==> src/rtl/apb_master_bridge_pkg.sv <==
// Shared definitions for the APB master bridge: FSM state encoding and default widths.
package apb_master_bridge_pkg;

  localparam int DEF_ADDR_SIZE  = 32;
  localparam int DEF_DATA_WIDTH = 32;
  localparam int DEF_SEL_BIT    = 10;
  localparam int DEF_TIMEOUT    = 16;

  typedef enum logic [2:0] {
    ST_IDLE,
    ST_SETUP,
    ST_ACCESS,
    ST_RESP,
    ST_DECERR
  } state_t;

endpackage

==> src/rtl/apb_addr_decode.sv <==
// Combinational address decoder: picks slave 1 or 2 from one address bit,
// flags any set bit above it as a decode error, and strips the slave offset.
module apb_addr_decode #(
  parameter int ADDR_SIZE = 32,
  parameter int SEL_BIT   = 10
) (
  input  logic [ADDR_SIZE-1:0] addr,
  output logic                 sel1,
  output logic                 sel2,
  output logic                 decerr,
  output logic [ADDR_SIZE-1:0] offset
);

  assign decerr = |addr[ADDR_SIZE-1:SEL_BIT+1];
  assign sel1   = ~decerr & ~addr[SEL_BIT];
  assign sel2   = ~decerr &  addr[SEL_BIT];
  assign offset = {{(ADDR_SIZE-SEL_BIT){1'b0}}, addr[SEL_BIT-1:0]};

endmodule

==> src/rtl/apb_master_bridge.sv <==
// APB master bridge: takes single requests on a valid/ready port, runs one
// SETUP/ACCESS transfer on the decoded slave and returns a one-cycle response.
module apb_master_bridge
  import apb_master_bridge_pkg::*;
#(
  parameter int ADDR_SIZE  = DEF_ADDR_SIZE,
  parameter int DATA_WIDTH = DEF_DATA_WIDTH,
  parameter int SEL_BIT    = DEF_SEL_BIT,
  parameter int TIMEOUT    = DEF_TIMEOUT
) (
  input  logic                  clk,
  input  logic                  rst_n,
  input  logic                  req_valid,
  output logic                  req_ready,
  input  logic                  req_write,
  input  logic [ADDR_SIZE-1:0]  req_addr,
  input  logic [DATA_WIDTH-1:0] req_wdata,
  output logic                  rsp_valid,
  output logic [DATA_WIDTH-1:0] rsp_rdata,
  output logic                  rsp_err,
  output logic [ADDR_SIZE-1:0]  PADDR,
  output logic [DATA_WIDTH-1:0] PWDATA,
  output logic                  PWRITE,
  output logic                  PSEL1,
  output logic                  PSEL2,
  output logic                  PENABLE,
  input  logic [DATA_WIDTH-1:0] PRDATA1,
  input  logic [DATA_WIDTH-1:0] PRDATA2,
  input  logic                  PREADY1,
  input  logic                  PREADY2
);

  localparam int CNT_W = $clog2(TIMEOUT);
  localparam logic [CNT_W-1:0] LAST_WAIT = CNT_W'(TIMEOUT - 1);

  state_t                state;
  state_t                state_next;
  logic [CNT_W-1:0]      wait_cnt;
  logic                  dec_sel1;
  logic                  dec_sel2;
  logic                  dec_err;
  logic [ADDR_SIZE-1:0]  dec_offset;
  logic                  sel1_q;
  logic                  sel2_q;
  logic [ADDR_SIZE-1:0]  paddr_q;
  logic [DATA_WIDTH-1:0] pwdata_q;
  logic                  pwrite_q;
  logic [DATA_WIDTH-1:0] rdata_q;
  logic                  err_q;
  logic                  accept;
  logic                  pready_sel;
  logic [DATA_WIDTH-1:0] prdata_sel;
  logic                  timeout;

  apb_addr_decode #(
    .ADDR_SIZE (ADDR_SIZE),
    .SEL_BIT   (SEL_BIT)
  ) u_decode (
    .addr   (req_addr),
    .sel1   (dec_sel1),
    .sel2   (dec_sel2),
    .decerr (dec_err),
    .offset (dec_offset)
  );

  assign accept     = (state == ST_IDLE) && req_valid;
  assign pready_sel = sel2_q ? PREADY2 : PREADY1;
  assign prdata_sel = sel2_q ? PRDATA2 : PRDATA1;
  assign timeout    = (wait_cnt == LAST_WAIT);

  assign PADDR     = paddr_q;
  assign PWDATA    = pwdata_q;
  assign PWRITE    = pwrite_q;
  assign rsp_rdata = rdata_q;
  assign rsp_err   = err_q;

  // State register; reset drops the bus immediately since outputs decode from it.
  always_ff @(posedge clk or negedge rst_n) begin
    if (!rst_n) begin
      state <= ST_IDLE;
    end else begin
      state <= state_next;
    end
  end

  // Next-state and bus/handshake outputs; ready is held low while in reset.
  always_comb begin
    state_next = state;
    req_ready  = 1'b0;
    rsp_valid  = 1'b0;
    PSEL1      = 1'b0;
    PSEL2      = 1'b0;
    PENABLE    = 1'b0;
    case (state)
      ST_IDLE: begin
        req_ready = rst_n;
        if (req_valid) begin
          state_next = dec_err ? ST_DECERR : ST_SETUP;
        end
      end
      ST_SETUP: begin
        PSEL1      = sel1_q;
        PSEL2      = sel2_q;
        state_next = ST_ACCESS;
      end
      ST_ACCESS: begin
        PSEL1   = sel1_q;
        PSEL2   = sel2_q;
        PENABLE = 1'b1;
        if (pready_sel || timeout) begin
          state_next = ST_RESP;
        end
      end
      ST_RESP: begin
        rsp_valid  = 1'b1;
        state_next = ST_IDLE;
      end
      ST_DECERR: begin
        rsp_valid  = 1'b1;
        state_next = ST_IDLE;
      end
      default: begin
        state_next = ST_IDLE;
      end
    endcase
  end

  // Wait-state counter: counts ACCESS cycles, cleared whenever not in ACCESS.
  always_ff @(posedge clk or negedge rst_n) begin
    if (!rst_n) begin
      wait_cnt <= '0;
    end else if (state == ST_ACCESS) begin
      wait_cnt <= wait_cnt + CNT_W'(1);
    end else begin
      wait_cnt <= '0;
    end
  end

  // Request latches and response data; response regs hold until the next completion.
  always_ff @(posedge clk or negedge rst_n) begin
    if (!rst_n) begin
      sel1_q   <= 1'b0;
      sel2_q   <= 1'b0;
      paddr_q  <= '0;
      pwdata_q <= '0;
      pwrite_q <= 1'b0;
      rdata_q  <= '0;
      err_q    <= 1'b0;
    end else if (accept) begin
      sel1_q   <= dec_sel1;
      sel2_q   <= dec_sel2;
      paddr_q  <= dec_offset;
      pwdata_q <= req_wdata;
      pwrite_q <= req_write;
      if (dec_err) begin
        rdata_q <= '0;
        err_q   <= 1'b1;
      end
    end else if (state == ST_ACCESS) begin
      if (pready_sel) begin
        rdata_q <= pwrite_q ? '0 : prdata_sel;
        err_q   <= 1'b0;
      end else if (timeout) begin
        rdata_q <= '0;
        err_q   <= 1'b1;
      end
    end
  end

endmodule
==> config.mk <==
export PLATFORM = sky130hd
export DESIGN_NAME = apb_master_bridge
export DESIGN_NICKNAME = d
export VERILOG_FILES = /design/src/rtl/apb_master_bridge_pkg.sv /design/src/rtl/apb_addr_decode.sv /design/src/rtl/apb_master_bridge.sv
export SDC_FILE = /design/constraint.sdc
export NUM_CORES = 1
export LEC_CHECK = 0
export ABC_AREA = 1
export ABC_CLOCK_PERIOD_IN_PS = 1400
export CAP_MARGIN = 0
export CORE_AREA = 2 2 120 122
export DETAILED_ROUTE_END_ITERATION = 7
export DIE_AREA = 0 0 122 124
export GPL_ROUTABILITY_DRIVEN = 0
export PLACE_DENSITY = 0.78
export SYNTH_ARGS = -nofsm -noshare
export SYNTH_HDL_FRONTEND = slang
export SYNTH_HIERARCHICAL = 1
export SYNTH_SLANG_ARGS = --single-unit
==> constraint.sdc <==
create_clock -name clk -period 1.4 [get_ports clk]
set_input_delay 0.21 -clock clk [delete_from_list [all_inputs] [get_ports clk]]
set_output_delay 0.21 -clock clk [all_outputs]
set_load 0.02 [all_outputs]
==> key figures, run 1 <==
Finish
  • Antenna Cells: 0
  • Final Util: 63.5%
  • Area delta synth->final: 63.8%
  • Fraction of layout cells with a size suffix above 1: 12.7%
  • Nets: 1091
  • Final Non-Filler Cells: 1141

Setup path
  • CP arrival: 1820 ps
  • Critical setup path kind: flop to flop
  • Reg2reg start: state[1]
  • Largest fanout on the critical path: 8
  • Startpoint types: flop
  • Critical Path Start: state[1]
  • CP Capture Type: flop
  • Worst path required time: 1630 ps
  • Reg2reg setup slack: -190 ps

Logic synthesis
  • Synth Area in Compound Gates: 0.564%
  • Synth Cell Area: 0.00532 mm^2
  • Ys Warns: 6
  • Syn avg cell area: 7.55 um^2
  • Largest family of logic cells by synthesized area: simple AND/OR/NAND/NOR gates
  • Post-synth cell types: 24
  • Synthesized flop and latch total: 107
  • Synth Area in Simple Gates: 38.1%
  • Post-synthesis sequential area ratio: 50.3%
  • Adder-cell share of the synthesized area: 0.235%
  • Mux cell area share after synthesis: 0%
  • Post-synthesis cell count: 705
  • XOR/XNOR share of the synthesized area: 0.329%

Placement
  • Pre-CTS WS: -346 ps
  • Port bufs: 236
  • Cells after DPL: 1098
  • Hpwl dp: 10.7 mm

STA
  • Slew @ Worst Pin: 575 ps
  • RSZ-0062 raised after global routing: yes
  • Clk_skew: 8.59 ps
  • Worst Slack Setup Final: -189 ps
  • Crit path time final: 1590 ps
  • Slew Limit Headroom: 61.7%
  • Slew Viols, Final: 0
  • Final-report setup violation count: 105
  • Final Hold Fails: 0
  • Fin crit share: 113%
  • F_max: 629 MHz
  • Total negative slack: -15120 ps

Clock tree
  • H-tree depth: 3
  • Clock latency on the worst-skew pair: 350 ps
  • Root buf cell: clkbuf_16
  • CTS Buf Count: 9
  • Clock-pin slew on the worst setup and hold paths: 70 ps
  • CTS Buffer Depth: 2
  • CTS tree: yes
  • Clk sinks: 107

Hold path
  • Worst Hold Class: input pin to flop
  • Hold Crit Start: req_wdata[28]

Routing
  • Via count: 5266
  • DRC viols: 0
  • Pre-antenna DRT Iters: 4
  • Number of vias per cell: 4.62
  • Avg WL per Cell: 15.5 um
  • Final WL: 17.7 mm
  • ANT nets after route: 0
  • Iteration-0 DRC Markers: 330

Global routing
  • Gr usage total: 22.0%
  • Largest net degree at the start of global routing: 108
  • First-pass GRT wire length: 25.8 mm
  • Vias in the first global route: 5063
  • Initial antenna violation count: 0
  • Total grt overflow: 0

Die
  • Chip width: 122 um
  • # IOs: 237
  • Die area: 0.0151 mm^2
  • Die H: 124 um
  • # rows: 43
  • Core area: 0.0137 mm^2
  • Initial Util: 38.8%

Power and ir drop
  • Leakage: 0.00463 uW
  • Design Power: 8680 uW
  • VDD IR max: 0.646 mV
  • PD cells: 996 mW/mm^2

Outcome
  • Run status: finished, violations left
  • Failing checks: setup timing

Job
  • Max-Cap Viols: 0
-- cell usage in the layout (no fill, tap or decap), drive strengths merged, types with 2 or more instances in the layout --
cell type	n
nand3	70
nor2	57
nor3	3
a21oi	2
clkbuf	22
nand2	369
conb	22
dlygate4sd2	98
o21ai	4
clkdlybuf4s50	132
buf	50
inv	15
dfrtp	107
-- path summary, 6_finish.rpt --
check	end	depth (start not counted)
hold / removal	PWDATA[28]	3
setup reg to reg	rsp_rdata[18]	9
hold reg to reg	PADDR[18]	2
setup / recovery	rsp_rdata[18]	9
max in group asynchronous	state[1]	3
min in group asynchronous	sel1_q	3
-- cell usage after synthesis --
cell type	instances	share of area, %
nand2_1	365	26
dfrtp_1	107	50
nand3_1	69	6.5
nor2_1	53	3.7
buf_4	45	6.3
buf_2	13	1.2
inv_1	13	0.92
clkbuf_1	9	0.63
buf_6	5	1.1
nand2_2	4	0.47
o21ai_0	4	0.38
a21oi_1	2	0.19
inv_2	2	0.14
nor2_2	2	0.24
nor2_4	2	0.42
nor3_1	2	0.19
conb_1	1	0.070
ha_1	1	0.24
nand3_2	1	0.19
nand4_2	1	0.24
nor3_4	1	0.31
or2_0	1	0.12
xnor2_1	1	0.16
xor2_1	1	0.16
-- worst max-delay path: stages (launching register included) --
cell,delay [ps]
dfrtp_2,450
nor2_4,170
nand2_2,90
buf_6,130
nor2_4,120
buf_12,180
clkbuf_16,170
nor2_1,60
nand2_1,60
nand2_1,50
-- kinds of logic after synthesis --
kind of cell             after synthesis
XOR/XNOR                               2
AO/OA/AOI/OAI                          6
adder cells (fa/ha/maj)                1
AND/OR/NAND/NOR                      501
other                                  1
buffers and inverters                 87
flip-flops                           107
-- registers in the layout, summed over array words and instances (netlist names) --
name       flops
PADDR         32
PWDATA        32
PWRITE         1
rsp_err        1
rsp_rdata     32
sel1_q         1
sel2_q         1
state          3
wait_cnt       4
-- stage by stage --
stage / hold slack, ps / instance area, um^2
finish: 391 / 8720
global route: 392 / 8720
CTS: 378 / 8380
detailed placement: 353 / 7810
global placement: 345 / 7810
floorplan: -85.6 / 5400
-- what timing repair did --
item                                    CTS  global route
endpoints found under the setup margin  203           107
setup buffers                            10             1
pin swaps                                11            14
cloned                                    6            11
endpoints found under the hold margin   107             0
hold buffers                              1             0
gates resized for setup                 165            37
-- metal layers --
layer	vias to the layer above	part of all wire [%]	GRT usage, %
met5	-	0	0
met4	0	1.9	7.40
met3	24	7.6	5.08
met2	189	49	38.2
met1	2428	41	27.1
li1	2625	-	-
-- layout make-up --
type	count	area, um^2
sequential	107	2680
multi-input combinational	532	2310
tap	180	225
clock inverter	3	43.8
timing repair buffer	291	3120
clock buffer	13	270
fill	1219	5000
inverter	15	67.6
-- report_power, final --
part           leakage (uW)  total (uW)  switching (uW)  internal, uW
registers           0.00137        3590             168          3420
logic               0.00311        2430            1290          1130
clock network      0.000156        2670            1130          1540
total               0.00463        8680            2590          6090
No activity file was read; power rests on OpenSTA's default activity.
==> inputs of run 2 (changes only) <==
ABC_CLOCK_PERIOD_IN_PS = default   (was 1400)
==> results of run 2 <==
The final DEF is identical to that of run 1; final timing and power are the same.
